--- config.mk ---
export PLATFORM = sky130hd
export DESIGN_NAME = multi_bank_arbiter
export DESIGN_NICKNAME = d
export VERILOG_FILES = /design/src/rtl/multi_bank_arbiter.sv
export SDC_FILE = /design/constraint.sdc
export NUM_CORES = 1
export LEC_CHECK = 0
export ABC_AREA = 1
export CORE_UTILIZATION = 40
export DETAILED_ROUTE_END_ITERATION = 12
export HOLD_SLACK_MARGIN = 0.02
export PLACE_DENSITY_LB_ADDON = 0.15
export SLEW_MARGIN = 10
export SYNTH_ARGS = -nofsm -noshare
export SYNTH_HDL_FRONTEND = slang
export SYNTH_SLANG_ARGS = --single-unit
--- constraint.sdc ---
create_clock -name i_clk -period 3.8 [get_ports i_clk]
set_clock_uncertainty 0.05 [all_clocks]
set_input_delay 0.57 -clock i_clk [delete_from_list [all_inputs] [get_ports i_clk]]
set_output_delay 0.57 -clock i_clk [all_outputs]
set_load 0.02 [all_outputs]
--- src/rtl/multi_bank_arbiter.sv ---
// multi_bank_arbiter: two-port round-robin arbiter in front of a 4-bank sync-read memory
// Optional conflict counter output enabled by defining CONFLICT_CNT_EN.
module multi_bank_arbiter #(
  parameter int ADDR_WIDTH = 6,
  parameter int DATA_WIDTH = 8
) (
  input  logic                        i_clk,
  input  logic                        i_rst,
  input  logic                        i_a_valid,
  output logic                        o_a_ready,
  input  logic                        i_a_we,
  input  logic [ADDR_WIDTH-1:0]       i_a_addr,
  input  logic [DATA_WIDTH-1:0]       i_a_wdata,
  output logic                        o_a_rvalid,
  output logic [DATA_WIDTH-1:0]       o_a_rdata,
  input  logic                        i_b_valid,
  output logic                        o_b_ready,
  input  logic                        i_b_we,
  input  logic [ADDR_WIDTH-1:0]       i_b_addr,
  input  logic [DATA_WIDTH-1:0]       i_b_wdata,
  output logic                        o_b_rvalid,
  output logic [DATA_WIDTH-1:0]       o_b_rdata,
  output logic [3:0]                  o_bank_en,
  output logic [3:0]                  o_bank_we,
  output logic [4*(ADDR_WIDTH-2)-1:0] o_bank_addr,
  output logic [4*DATA_WIDTH-1:0]     o_bank_wdata,
  input  logic [4*DATA_WIDTH-1:0]     i_bank_rdata
`ifdef CONFLICT_CNT_EN
  ,
  output logic [15:0]                 o_conflict_cnt
`endif
);
  localparam int BW = ADDR_WIDTH - 2;
  logic [1:0] a_bank, b_bank, a_bank_p1, b_bank_p1, a_sel, b_sel;
  logic conflict, prio, a_rd_p1, b_rd_p1;
  logic [DATA_WIDTH-1:0] a_hold, b_hold;
  logic [DATA_WIDTH-1:0] rd [4];
  assign a_bank = i_a_addr[ADDR_WIDTH-1 -: 2];
  assign b_bank = i_b_addr[ADDR_WIDTH-1 -: 2];
  assign conflict = i_a_valid && i_b_valid && (a_bank == b_bank);
  assign o_a_ready = i_a_valid && (!conflict || !prio);
  assign o_b_ready = i_b_valid && (!conflict || prio);
  for (genvar g = 0; g < 4; g++) begin : g_rd
    assign rd[g] = i_bank_rdata[g*DATA_WIDTH +: DATA_WIDTH];
  end
  // Bank data is only valid in the rvalid cycle, so it is passed through then and held after.
  assign o_a_rdata = o_a_rvalid ? rd[a_sel] : a_hold;
  assign o_b_rdata = o_b_rvalid ? rd[b_sel] : b_hold;
  always_ff @(posedge i_clk or posedge i_rst) begin
    if (i_rst) begin
      prio         <= 1'b0;
      o_bank_en    <= '0;
      o_bank_we    <= '0;
      o_bank_addr  <= '0;
      o_bank_wdata <= '0;
      a_rd_p1      <= 1'b0;
      b_rd_p1      <= 1'b0;
      a_bank_p1    <= '0;
      b_bank_p1    <= '0;
      o_a_rvalid   <= 1'b0;
      o_b_rvalid   <= 1'b0;
      a_sel        <= '0;
      b_sel        <= '0;
      a_hold       <= '0;
      b_hold       <= '0;
    end else begin
      if (conflict) prio <= ~prio;
      for (int k = 0; k < 4; k++) begin
        o_bank_en[k] <= (o_a_ready && a_bank == 2'(k)) || (o_b_ready && b_bank == 2'(k));
        o_bank_we[k] <= (o_a_ready && a_bank == 2'(k) && i_a_we) || (o_b_ready && b_bank == 2'(k) && i_b_we);
        if (o_a_ready && a_bank == 2'(k)) begin
          o_bank_addr[k*BW +: BW]                 <= i_a_addr[BW-1:0];
          o_bank_wdata[k*DATA_WIDTH +: DATA_WIDTH] <= i_a_wdata;
        end
        if (o_b_ready && b_bank == 2'(k)) begin
          o_bank_addr[k*BW +: BW]                 <= i_b_addr[BW-1:0];
          o_bank_wdata[k*DATA_WIDTH +: DATA_WIDTH] <= i_b_wdata;
        end
      end
      a_rd_p1    <= o_a_ready && !i_a_we;
      b_rd_p1    <= o_b_ready && !i_b_we;
      a_bank_p1  <= a_bank;
      b_bank_p1  <= b_bank;
      o_a_rvalid <= a_rd_p1;
      o_b_rvalid <= b_rd_p1;
      a_sel      <= a_bank_p1;
      b_sel      <= b_bank_p1;
      if (o_a_rvalid) a_hold <= rd[a_sel];
      if (o_b_rvalid) b_hold <= rd[b_sel];
    end
  end
`ifdef CONFLICT_CNT_EN
  always_ff @(posedge i_clk or posedge i_rst) begin
    if (i_rst) o_conflict_cnt <= '0;
    else if (conflict && o_conflict_cnt != 16'hFFFF) o_conflict_cnt <= o_conflict_cnt + 16'd1;
  end
`endif
endmodule

Yosys cells after proc, flatten, opt, wreduce, memory -nomap -nowiden
Cells that the tools add are included.
{"block": "classes", "n_bitwise": 3, "eq_ne": 7, "magnitude_cmp": 2, "muxes": 24, "n_reduce_logical": 42}
{"cell": "$mux 8", "count": 14}
{"cell": "$bmux 8 s2", "count": 2}
{"cell": "$mux 4", "count": 8}
{"cell": "$logic_and 1x1->1", "count": 22}
{"cell": "$logic_or 1x1->1", "count": 10}
{"cell": "$eq 2x2->1 const B", "count": 4}
{"cell": "$reduce_bool 2->1", "count": 4}
{"cell": "$ge 3x3->1 const B", "count": 2}
{"cell": "$not 2->3", "count": 2}
{"cell": "$eq 2x1->1 const B", "count": 2}
{"cell": "$logic_not 1->1", "count": 4}
{"cell": "$logic_not 2->1", "count": 2}
{"cell": "$eq 2x2->1", "count": 1}
{"cell": "$not 1->1", "count": 1}
{"block": "word_totals", "inputBits": 66, "wordCells": 99, "reg_bits": 85, "out_inout_bits": 76}

Depth between registers and ports, before layout
{"block": "depth", "ltp_word": 8, "ltp_mapped": 11, "ltp_nobuf": 10}

Least setup slack after synthesis
No wires, ideal clock.
{"block": "synth_timing", "path_kind": "in2out", "from": "input port i_b_valid", "to": "output port o_b_ready", "arrival_time_ps": 1556, "required_time_ps": 3180, "n_path_buf": 2, "setup_slack_ps": 1624, "path_stages": 7, "path_cell_list": "buf_4 -> nand2_1 -> a21oi_2 -> nand3_4 -> clkbuf_1 -> nand2_1 -> inv_1"}
{"block": "synth_via", "elab_chain_cells": 5}
{"element": "start, declared", "line_no": "16", "text": "input logic i_b_valid,"}
{"element": "$logic_and 1x1->1 (2 in a row)", "line_no": "40", "text": "assign conflict = i_a_valid && i_b_valid && (a_bank == b_bank);"}
{"element": "$logic_not 1->1", "line_no": "42", "text": "assign o_b_ready = i_b_valid && (!conflict || prio);"}
{"element": "$logic_or 1x1->1", "line_no": "42"}
{"element": "$logic_and 1x1->1 *", "line_no": "42"}
{"element": "end, declared", "line_no": "17", "text": "output logic o_b_ready,"}
Every way passes the cells marked *; elsewhere a longest branch is shown, timed or not.

Final worst setup path
{"block": "layout_timing", "from": "input port i_a_addr[4]", "to": "output port o_b_ready"}
{"block": "layout_via", "elab_chain_cells": 5}
{"element": "start, declared", "line_no": "12", "text": "input logic [ADDR_WIDTH-1:0] i_a_addr,"}
{"element": "$eq 2x2->1", "line_no": "40"}
{"element": "$logic_and 1x1->1", "line_no": "40"}
{"element": "$logic_not 1->1", "line_no": "42"}
{"element": "$logic_or 1x1->1", "line_no": "42"}
{"element": "$logic_and 1x1->1", "line_no": "42"}
Every way passes these cells.

==> metrics.md <==
| Metric | Value |
|---|---|
| Status | completed |
| Starting Density | 0.409 |
| Area delta synth->final | 37.8% |
| Post-synthesis register bit count | 85 |
| Worst-path clk slew | 100 ps |
| Worst-Margin Slew | 907 ps |
| Largest net degree at the start of global routing | 66 |
| Final hold vios | 0 |
| Multi-input logic area | 1900 sq um |
| Combinational family with the most area after synthesis | simple AND/OR/NAND/NOR gates |
| Root buffer cell | clkbuf_8 |
| Via density | 5.34 |
| Post-DP HPWL | 9670 um |
| Post-synth top flop | dfrtp_1 |
| Syn Area/Cell | 7.64 sq um |
| Antenna violations before repair | 0 |
| Die area | 11500 sq um |
| Clock sinks | 85 |
| Die extent in x | 107 um |
| Num CTS Buffers | 9 |
| Synth cell types | 22 |
| Core region area | 10800 sq um |
| Rows | 38 |
| Critical path's most frequent cell | nand2_1 |
| P per Cell Area | 443 nW/um^2 |
| Via Count | 4499 |
| Top cells by area, synth | dfrtp_1 (48%), nand2_1 (17%), nand4_1 (7.1%) |
| CP startpoint kind | input port |
| Vias in the first global route | 4274 |
| Buf+Inv Stages, Crit Path | 4 |
| Top delay family on crit path | buffers and inverters |
| HP Class | register to register |
| Worst path max stage delay | 560 ps |
| Longest Clk Path Bufs | 2 |
| Final Cycle Share | 0.869 |
| Max_slew headroom | 0.395 |
| Highest clock rate | 303 MHz |
| Yosys top cell by area | dfrtp_1 |
| Diodes inserted | 0 |
| Post-CTS Hold Buffers | 0 |
| Post-route worst setup slack | 497 ps |
| Dominant cell by count in the synthesized netlist | nand2_1 |
| Drt first pass iters | 8 |
| Crit path required time | 3180 ps |
| LEAKAGE | 2.95 nW |
| Worst hold slack | 307 ps |
| Placed Area | 5870 sq um |
| PortBufs | 141 |
| Non-filler cells, final | 842 |
| Top cells by count, synth | nand2_1 (195), dfrtp_1 (85), inv_1 (51) |
| CTS resizes | 0 |
| Syn_nets | 646 |
| Tmin final | 3300 ps |
| Buffer count from post-CTS setup fixing | 0 |
| Setup WS pre-CTS | 492 ps |
| Height of the chip | 107 um |
| EDFF count, synth | 0 |
| Mux share of post-synthesis cell area | 0 |
| Fin Setup TNS | 0 ps |
| Layout cells sized above 1 | 0.0584 |
| ANT nets after route | 0 |
| DRT iter0 DRCs | 280 |
| Final Net Count | 763 |
| Post-synthesis xor/xnor area fraction | 0 |
| Mapped Area | 4430 sq um |
| Post-route cell area | 6110 sq um |
| Max Slew Vio Count | 0 |
| Yosys Warn Count | 0 |
| Mapped Cells | 580 |
| Synth Area in Compound Gates | 0.0935 |
| Drt total wl | 13500 um |
| Fill count | 1004 |
| Max Cap Viol | 0 |
| Register area | 2130 sq um |
| Slowest cell on crit path | clkdlybuf4s50_1 |
| Critical path class | input port to output pin |
| Gpl congestion | 0.858 |
| Synth Area in Adders | 0 |
| Maximum VDD drop | 0.254 mV |
| RSZ-0062 raised after global routing | no |
| WP data arrival | 2680 ps |
| GRT overflow | 0 |
| Placed Cells | 826 |
| Simple-Gate Fraction of Synth Area | 0.336 |
| First-pass GRT wire length | 21700 um |
| Ys async rst share | 1.00 |
| DR WL/cell | 16.0 um |
| TritonCTS clock tree | yes |
| Final core occ | 0.563 |
| Sequential area share after synthesis | 0.480 |
| CTS HTree Levels | 3 |
| GRT Overall Usage | 0.245 |
| Synth top area share | 0.480 |
| Clock latency on the worst-skew pair | 360 ps |
| Overall power | 2.71 mW |
| Top Ports | 142 |
| # DRC | 0 |
| Endpoint type of the worst setup path | output pin |
| Critical Path Fanout Max | 28 |
| CP cell instances | clkdlybuf4s50_1 > inv_1 > nand2_1 > nand2_1 > nor2_2 > nand3_4 > nand2_1 > inv_1 > clkdlybuf4s50_1 |
| Final setup violation count | 0 |
path summary, 6_finish.rpt:
check,cells past startpoint,slack [ps],from,end
min in group asynchronous,2,680,i_rst,b_hold[1]
worst min register to register,0,310,b_bank_p1[1],b_sel[1]
worst max-delay path,9,500,i_a_addr[4],o_b_ready
max in group asynchronous,3,2300,i_rst,prio
worst min-delay path,0,310,b_bank_p1[1],b_sel[1]
worst max register to register,8,1520,prio,o_bank_wdata[26]
area by class of cell:
cell class                      count  area share
Multi-Input combinational cell    398       0.311
Clock inverter                      6      0.0152
Inverter                           54      0.0336
Sequential cell                    85       0.348
Clock buffer                       10      0.0225
Tap cell                          140      0.0287
Timing Repair Buffer              149       0.240
cell usage in the layout, fill, tap and decap left out, drive strengths merged:
cell,count
nand3,56
dfrtp,85
nor2,24
nand2,199
clkdlybuf4s50,140
o22ai,4
inv,56
nand4,50
clkinvlp,2
buf,9
bufinv,2
o211ai,16
clkbuf,10
a31oi,16
o21ai,16
a21oi,17
cell families after synthesis:
| logic type | Yosys count |
|---|---|
| buf+inv | 97 |
| flops | 85 |
| simple gates | 329 |
| compound gates | 69 |
registers in the layout, indices dropped and copies added, names as in the netlist:
register / count
prio: 1
o_bank_we: 4
o_b_rvalid: 1
b_sel: 2
b_hold: 8
a_sel: 2
o_bank_en: 4
o_a_rvalid: 1
o_bank_addr: 16
a_hold: 8
a_rd_p1: 1
a_bank_p1: 2
b_bank_p1: 2
o_bank_wdata: 32
b_rd_p1: 1
power breakdown:
group / internal (mW) / leakage (nW) / total [mW] / switching (mW)
clock: 0.393 / 0.110 / 0.747 / 0.354
sequential: 1.04 / 1.03 / 1.13 / 0.0947
combinational: 0.379 / 1.81 / 0.825 / 0.447
layer usage:
layer  vias to the layer above  global-route usage  wire length, um
li1                       2157                   -                -
met1                      2149               0.346             6170
met2                       170               0.383             6230
met3                        23              0.0400              841
met4                         0              0.0841              249
met5                         -                   0                0
(Power assumes the default switching activity.)
